### config.mk
export PLATFORM = sky130hd
export DESIGN_NAME = cp0_ctrl
export DESIGN_NICKNAME = d
export VERILOG_FILES = /design/src/rtl/cp0_ctrl.sv
export SDC_FILE = /design/constraint.sdc
export NUM_CORES = 1
export LEC_CHECK = 0
export CORE_ASPECT_RATIO = 0.6
export CORE_MARGIN = 2
export CORE_UTILIZATION = 37
export DETAILED_ROUTE_END_ITERATION = 16
export GPL_ROUTABILITY_DRIVEN = 0
export PLACE_DENSITY_LB_ADDON = 0.12
export SYNTH_ARGS = -nofsm -noshare
export SYNTH_HDL_FRONTEND = slang
export SYNTH_SLANG_ARGS = --single-unit
### constraint.sdc
create_clock -name clk -period 3.58 [get_ports clk]
set_input_delay 0.895 -clock clk [delete_from_list [all_inputs] [get_ports clk]]
set_output_delay 0.895 -clock clk [all_outputs]
set_load 0.01 [all_outputs]
### src/rtl/cp0_ctrl.sv
// rtl/cp0_ctrl.sv - CP0 exception/interrupt controller: SR, Cause, EPC, PRId and pipeline flush request.
module cp0_ctrl #(
  parameter logic [31:0] PRID     = 32'h0000_4350,
  parameter logic [5:0]  IM_RESET = 6'b000000
) (
  input  logic        clk,
  input  logic        reset,
  input  logic [4:0]  A1,
  input  logic [4:0]  A2,
  input  logic [31:0] DIn,
  input  logic        WE,
  input  logic [31:0] PC,
  input  logic        BDIn,
  input  logic [4:0]  ExcCodeIn,
  input  logic        EXLClr,
  input  logic [5:0]  HWInt,
  output logic        Req,
  output logic [31:0] EPCOut,
  output logic [31:0] DOut
);

  logic [5:0]  im_q, im_d;
  logic        exl_q, exl_d;
  logic        ie_q, ie_d;
  logic        bd_q, bd_d;
  logic [5:0]  ip_q, ip_d;
  logic [4:0]  exc_code_q, exc_code_d;
  logic [31:0] epc_q, epc_d;

  logic        int_req;
  logic        exc_req;
  logic [31:0] victim_pc;
  logic [31:0] sr_word;
  logic [31:0] cause_word;

  assign int_req   = (|(HWInt & im_q)) & ie_q & ~exl_q;
  assign exc_req   = (ExcCodeIn != 5'd0) & ~exl_q;
  assign Req       = int_req | exc_req;
  assign victim_pc = {PC[31:2], 2'b00};

  assign sr_word    = {16'b0, im_q, 8'b0, exl_q, ie_q};
  assign cause_word = {bd_q, 15'b0, ip_q, 3'b0, exc_code_q, 2'b00};

  // A committing mtc0 EPC is forwarded so a following eret sees it without a bubble.
  assign EPCOut = (WE && !Req && A2 == 5'd14) ? DIn : epc_q;

  always_comb begin
    DOut = 32'd0;
    case (A1)
      5'd12:   DOut = sr_word;
      5'd13:   DOut = cause_word;
      5'd14:   DOut = epc_q;
      5'd15:   DOut = PRID;
      default: DOut = 32'd0;
    endcase
  end

  always_comb begin
    im_d       = im_q;
    exl_d      = exl_q;
    ie_d       = ie_q;
    bd_d       = bd_q;
    ip_d       = HWInt;
    exc_code_d = exc_code_q;
    epc_d      = epc_q;
    if (Req) begin
      // The victim instruction does not commit, so any mtc0 alongside it is dropped.
      exl_d      = 1'b1;
      exc_code_d = int_req ? 5'd0 : ExcCodeIn;
      bd_d       = BDIn;
      epc_d      = BDIn ? victim_pc - 32'd4 : victim_pc;
    end else begin
      if (WE) begin
        case (A2)
          5'd12: begin
            im_d  = DIn[15:10];
            exl_d = DIn[1];
            ie_d  = DIn[0];
          end
          5'd14:   epc_d = DIn;
          default: ;
        endcase
      end
      if (EXLClr) exl_d = 1'b0;
    end
  end

  always_ff @(posedge clk) begin
    if (reset) begin
      im_q       <= IM_RESET;
      exl_q      <= 1'b0;
      ie_q       <= 1'b0;
      bd_q       <= 1'b0;
      ip_q       <= 6'd0;
      exc_code_q <= 5'd0;
      epc_q      <= 32'd0;
    end else begin
      im_q       <= im_d;
      exl_q      <= exl_d;
      ie_q       <= ie_d;
      bd_q       <= bd_d;
      ip_q       <= ip_d;
      exc_code_q <= exc_code_d;
      epc_q      <= epc_d;
    end
  end

endmodule
* Word-level counts from Yosys, hierarchy flattened
Index checks and enable logic that the tools add are counted. Widths: inputs -> output; s select.
Word-level totals: bits in registers 52, input port bits 90, output and inout bits 65, logic and storage cells 44
Operators by class: add/subtract/negate cells 1, equality and inequality tests 6, multiplexer cells 11, bitwise gates (word level) 7, reduce and logical (&&, ||, !) cells 12
Operators by type and width (number):
- $mux 32 | 5
- $pmux 32 s4 | 1
- $sub 32x3->32 const B | 1
- $eq 5x4->1 const B | 6
- $and 6x6->6 | 1
- $reduce_bool 3->1 | 2
- $reduce_or 6->1 | 1
- $mux 5 | 1
- $reduce_bool 5->1 | 1
- $mux 1 | 4
- $reduce_and 2->1 | 2
- $reduce_bool 2->1 | 2
- $and 1x1->1 | 3
- $reduce_and 3->1 | 1
- $logic_and 1x1->1 | 2
- $not 1->1 | 2
- $logic_not 1->1 | 1
- $or 1x1->1 | 1

* Longest topological paths before layout
depth after elaboration 9, gate-level depth with buffers 8, depth with buffers taken out 6

* Least setup slack after synthesis
No wires, ideal clock.
path kind input to output, start point in HWInt[1], end point out EPCOut[10], arrival time 2717 ps, data required time 2685 ps, slack -32 ps, stages 5, path buffers 1, cell sequence a22o_1 o311a_1 nor3_1 clkbuf_1 mux2_2
On the way: longest elaborated chain between the ends 9
RTL lines:
- start, declared | line 16 | input logic [5:0] HWInt,
- $and 6x6->6 | line 36 | assign int_req = (|(HWInt & im_q)) & ie_q & ~exl_q;
- $reduce_or 6->1 | line 36
- $and 1x1->1 (2 in series) | line 36
- $or 1x1->1 | line 38 | assign Req = int_req | exc_req;
- $logic_not 1->1 | line 45 | assign EPCOut = (WE && !Req && A2 == 5'd14) ? DIn : epc_q;
- $logic_and 1x1->1 (2 in series) | line 45
- $mux 32 | line 45
- end, declared | line 18 | output logic [31:0] EPCOut,
No other way between the ends.

* Worst setup path in the final report
start point in HWInt[3], end point out EPCOut[1]
Same word-level chain as after synthesis.

==> results.sh <==
export IMPL_critPathCaptureType="primary output"
export IMPL_clock_path_buffers=2
export IMPL_multiInputGateArea_mm2=0.002795
export IMPL_layout_drive_gt1_share_pct=21.09
export IMPL_final_setup_skew_ps=4.449
export IMPL_slowest_delay_ps=410
export IMPL_min_delay_path_depth=2
export IMPL_ioPinCount=155
export IMPL_htree_levels=2
export IMPL_syn_nets=570
export IMPL_hpwl_mm=10.90
export IMPL_outcome="finished, final reports clean"
export IMPL_stdcell_count=779
export IMPL_antenna_found_initial=0
export IMPL_yosys_cell_types_count=47
export IMPL_fin_ws_ps=22.63
export IMPL_critical_path_required_ps=2680
export IMPL_min_period_ps=3557
export IMPL_synth_top_cell_area_share_pct=26.55
export IMPL_path_depth=8
export IMPL_rr_startpoint="im_q[3]"
export IMPL_finalSetupViolCount=0
export IMPL_path_delay_family="compound AO/OA/AOI/OAI gates"
export IMPL_synth_edf_count=0
export IMPL_final_hold_viol_count=0
export IMPL_regToRegSetupSlack_ps=1390
export IMPL_grt_pass1_vias=4451
export IMPL_holdWs_ps=473.4
export IMPL_regArea_mm2=0.001041
export IMPL_synth_top_area_cell="dfxtp_1"
export IMPL_ys_top_cells_by_count="52 x dfxtp_1, 42 x clkbuf_1, 34 x o31ai_1"
export IMPL_start_util_pct=37.52
export IMPL_cts_buffers=5
export IMPL_path_cells="buf_2 -> a22o_1 -> o311a_1 -> nor3_4 -> buf_6 -> buf_12 -> mux2_4 -> buf_6"
export IMPL_vias=4686
export IMPL_insertion_delay_ps=300
export IMPL_ant_nets=0
export IMPL_post_place_ws_ps=-674.7
export IMPL_synth_most_common_cell="dfxtp_1"
export IMPL_io_buffers=152
export IMPL_synth_cells=479
export IMPL_clk_pin_slew_ps=70
export IMPL_synth_area_mm2=0.003921
export IMPL_grt_pass1_wl_mm=23.99
export IMPL_chipWidth_um=136.9
export IMPL_dieArea_mm2=0.01146
export IMPL_fp_dieH_um=83.74
export IMPL_min_to="exc_code_q[4]"
export IMPL_num_antenna_cells=0
export IMPL_vdd_ir_drop_max_mv=0.1858
export IMPL_postLayoutCoreUtil_pct=59.10
export IMPL_grt_overflow=0
export IMPL_dp_cells=761
export IMPL_viasPerCell=6.015
export IMPL_wl_mm=15.59
export IMPL_postSynth_asyncResetShare_pct=0
export IMPL_worstSetupPathType="in -> out"
export IMPL_max_slew_worst_pin_slew_ps=810.1
export IMPL_drt_iter0_markers=291
export IMPL_clock_sinks=52
export IMPL_dr_pass1_iters=5
export IMPL_cp_arrival_ps=2660
export IMPL_power_density_mw_per_mm2=277.9
export IMPL_r2r_cells=9
export IMPL_fin_crit_sh_pct=99.37
export IMPL_grt_use_total_pct=26.75
export IMPL_ys_seq_area_share_pct=26.55
export IMPL_path_buf_inv=4
export IMPL_worstHoldPathType="reg -> reg"
export IMPL_yosys_warnings=0
export IMPL_max_freq_ghz=0.2811
export IMPL_min_from="exc_code_q[4]"
export IMPL_root_buffer="clkbuf_16"
export IMPL_synth_avg_cell_area_um2=8.186
export IMPL_cts_hold_buf=0
export IMPL_max_slew_margin_pct=45.94
export IMPL_drc_errors=0
export IMPL_worst_path_max_delay_cell="o311a_1"
export IMPL_synth_seq_cells=52
export IMPL_grt_max_degree=36
export IMPL_wl_per_cell_um=20.02
export IMPL_rows=29
export IMPL_drv_slew=0
export IMPL_r2r_end="epc_q[14]"
export IMPL_critical_path_most_common_cell="buf_6"
export IMPL_synth_area_top_cells="dfxtp_1 27%, mux2_2 9.2%, o31ai_1 6.5%, mux2i_1 6.4%, nand4_1 4.1%"
export IMPL_syn2layout_area_growth_pct=57.50
export IMPL_coreArea_mm2=0.01045
export IMPL_fillers=937
export IMPL_cts_tree="yes"
export IMPL_path_max_fanout=6
export IMPL_worstSetupStartpointType="input port"
export IMPL_nNetsFinal=730
export IMPL_synthFlopType="dfxtp_1"
export IMPL_cap_violations=0
export IMPL_leakagePower_nw=2.382
[repair_timing]
item | in CTS | in global routing
gates resized for setup | 164 | 44
gates cloned | 3 | 0
buffers inserted | 7 | 3
pin swaps | 9 | 4
endpoints found under the setup margin | 49 | 42
[where the power goes]
part	internal (mW)	leakage, nW	total, mW	switching, mW
clock	0.330	0.0808	0.553	0.223
sequential	0.621	0.431	0.655	0.0345
combinational	0.276	1.87	0.508	0.232
[worst reg2reg max path: cells and delay by family (launching register included)]
kind / cells / cell delay [ps]
and+or+nand+nor: 1 / 140
DFF: 1 / 330
buffers and inverters: 5 / 730
AOI/OAI and AO/OA: 3 / 920
[flip-flops by register name, summed over array words and instances, names as in the netlist]
register and count:
im_q 6, ip_q 6, bd_q 1, epc_q 32
ie_q 1, exl_q 1, exc_code_q 5
[logic make-up (layout without fill, tap and decap cells)]
| family | after synthesis | after routing | synth area share (%) |
|---|---|---|---|
| and+or+nand+nor | 176 | 176 | 25.91 |
| AOI/OAI and AO/OA | 129 | 129 | 24.12 |
| muxes | 57 | 57 | 15.57 |
| buffers and inverters | 57 | 218 | 5.967 |
| DFF | 52 | 52 | 26.55 |
| xor gates and xnor gates | 7 | 7 | 1.564 |
| adders and majority gates | 1 | 1 | 0.3190 |
[worst max-delay path by stage]
stage             start    endpoint  slack [ps]
2_1_floorplan  HWInt[1]  EPCOut[10]         -30
6_report       HWInt[3]   EPCOut[1]          20
3_3_place_gp   HWInt[1]   EPCOut[4]        -660
3_5_place_dp   HWInt[1]   EPCOut[4]        -670
4_1_cts        HWInt[1]  EPCOut[16]           3
5_1_grt        HWInt[2]  EPCOut[22]         -10
[layer usage]
layer	global-route usage (%)	up-vias	part of all wire [%]
met5	0	-	0
met1	40.49	2262	48
met2	39.23	208	42
li1	-	2201	-
met3	5.100	15	8.9
met4	5.248	0	1.2
[layout make-up]
cell class | instances | share of cell area (%)
inverter | 8 | 0.4862
tap | 139 | 2.816
multi-input combinational | 370 | 45.26
clock inverter | 2 | 0.5673
sequential | 52 | 16.86
timing repair buffer | 202 | 31.93
clock buffer | 6 | 2.087
[cells in the final DEF (no fill, tap or decap), types with 6 or more instances in the layout]
cell	synthesis	final
a211oi_1	20	20
o31ai_1	34	34
a21oi_1	19	18
nor4_1	9	9
and2_1	16	16
nor2b_1	11	10
inv_1	8	8
nand3_1	15	14
clkdlybuf4s15_1	0	10
nand4_1	26	26
nor2_1	26	25
clkdlybuf4s50_1	0	104
mux2i_1	25	25
buf_4	0	44
nand2_1	20	20
a31oi_1	14	14
o21ai_0	6	6
mux2_4	0	23
or3_1	7	7
or4_1	16	16
nor3_1	12	10
buf_6	2	26
dfxtp_1	52	52
mux2_2	32	9
a41o_1	14	14
[stage by stage]
stage	instance area [um^2]	power, mW	setup TNS [ps]
6_report	6176	1.716	0
4_1_cts	6066	1.697	0
3_3_place_gp	5763	1.141	-22370
3_5_place_dp	5763	1.149	-22720
5_1_grt	6176	1.796	-152.1
2_1_floorplan	3921	0.8744	-966.3
(Power assumes the default switching activity.)
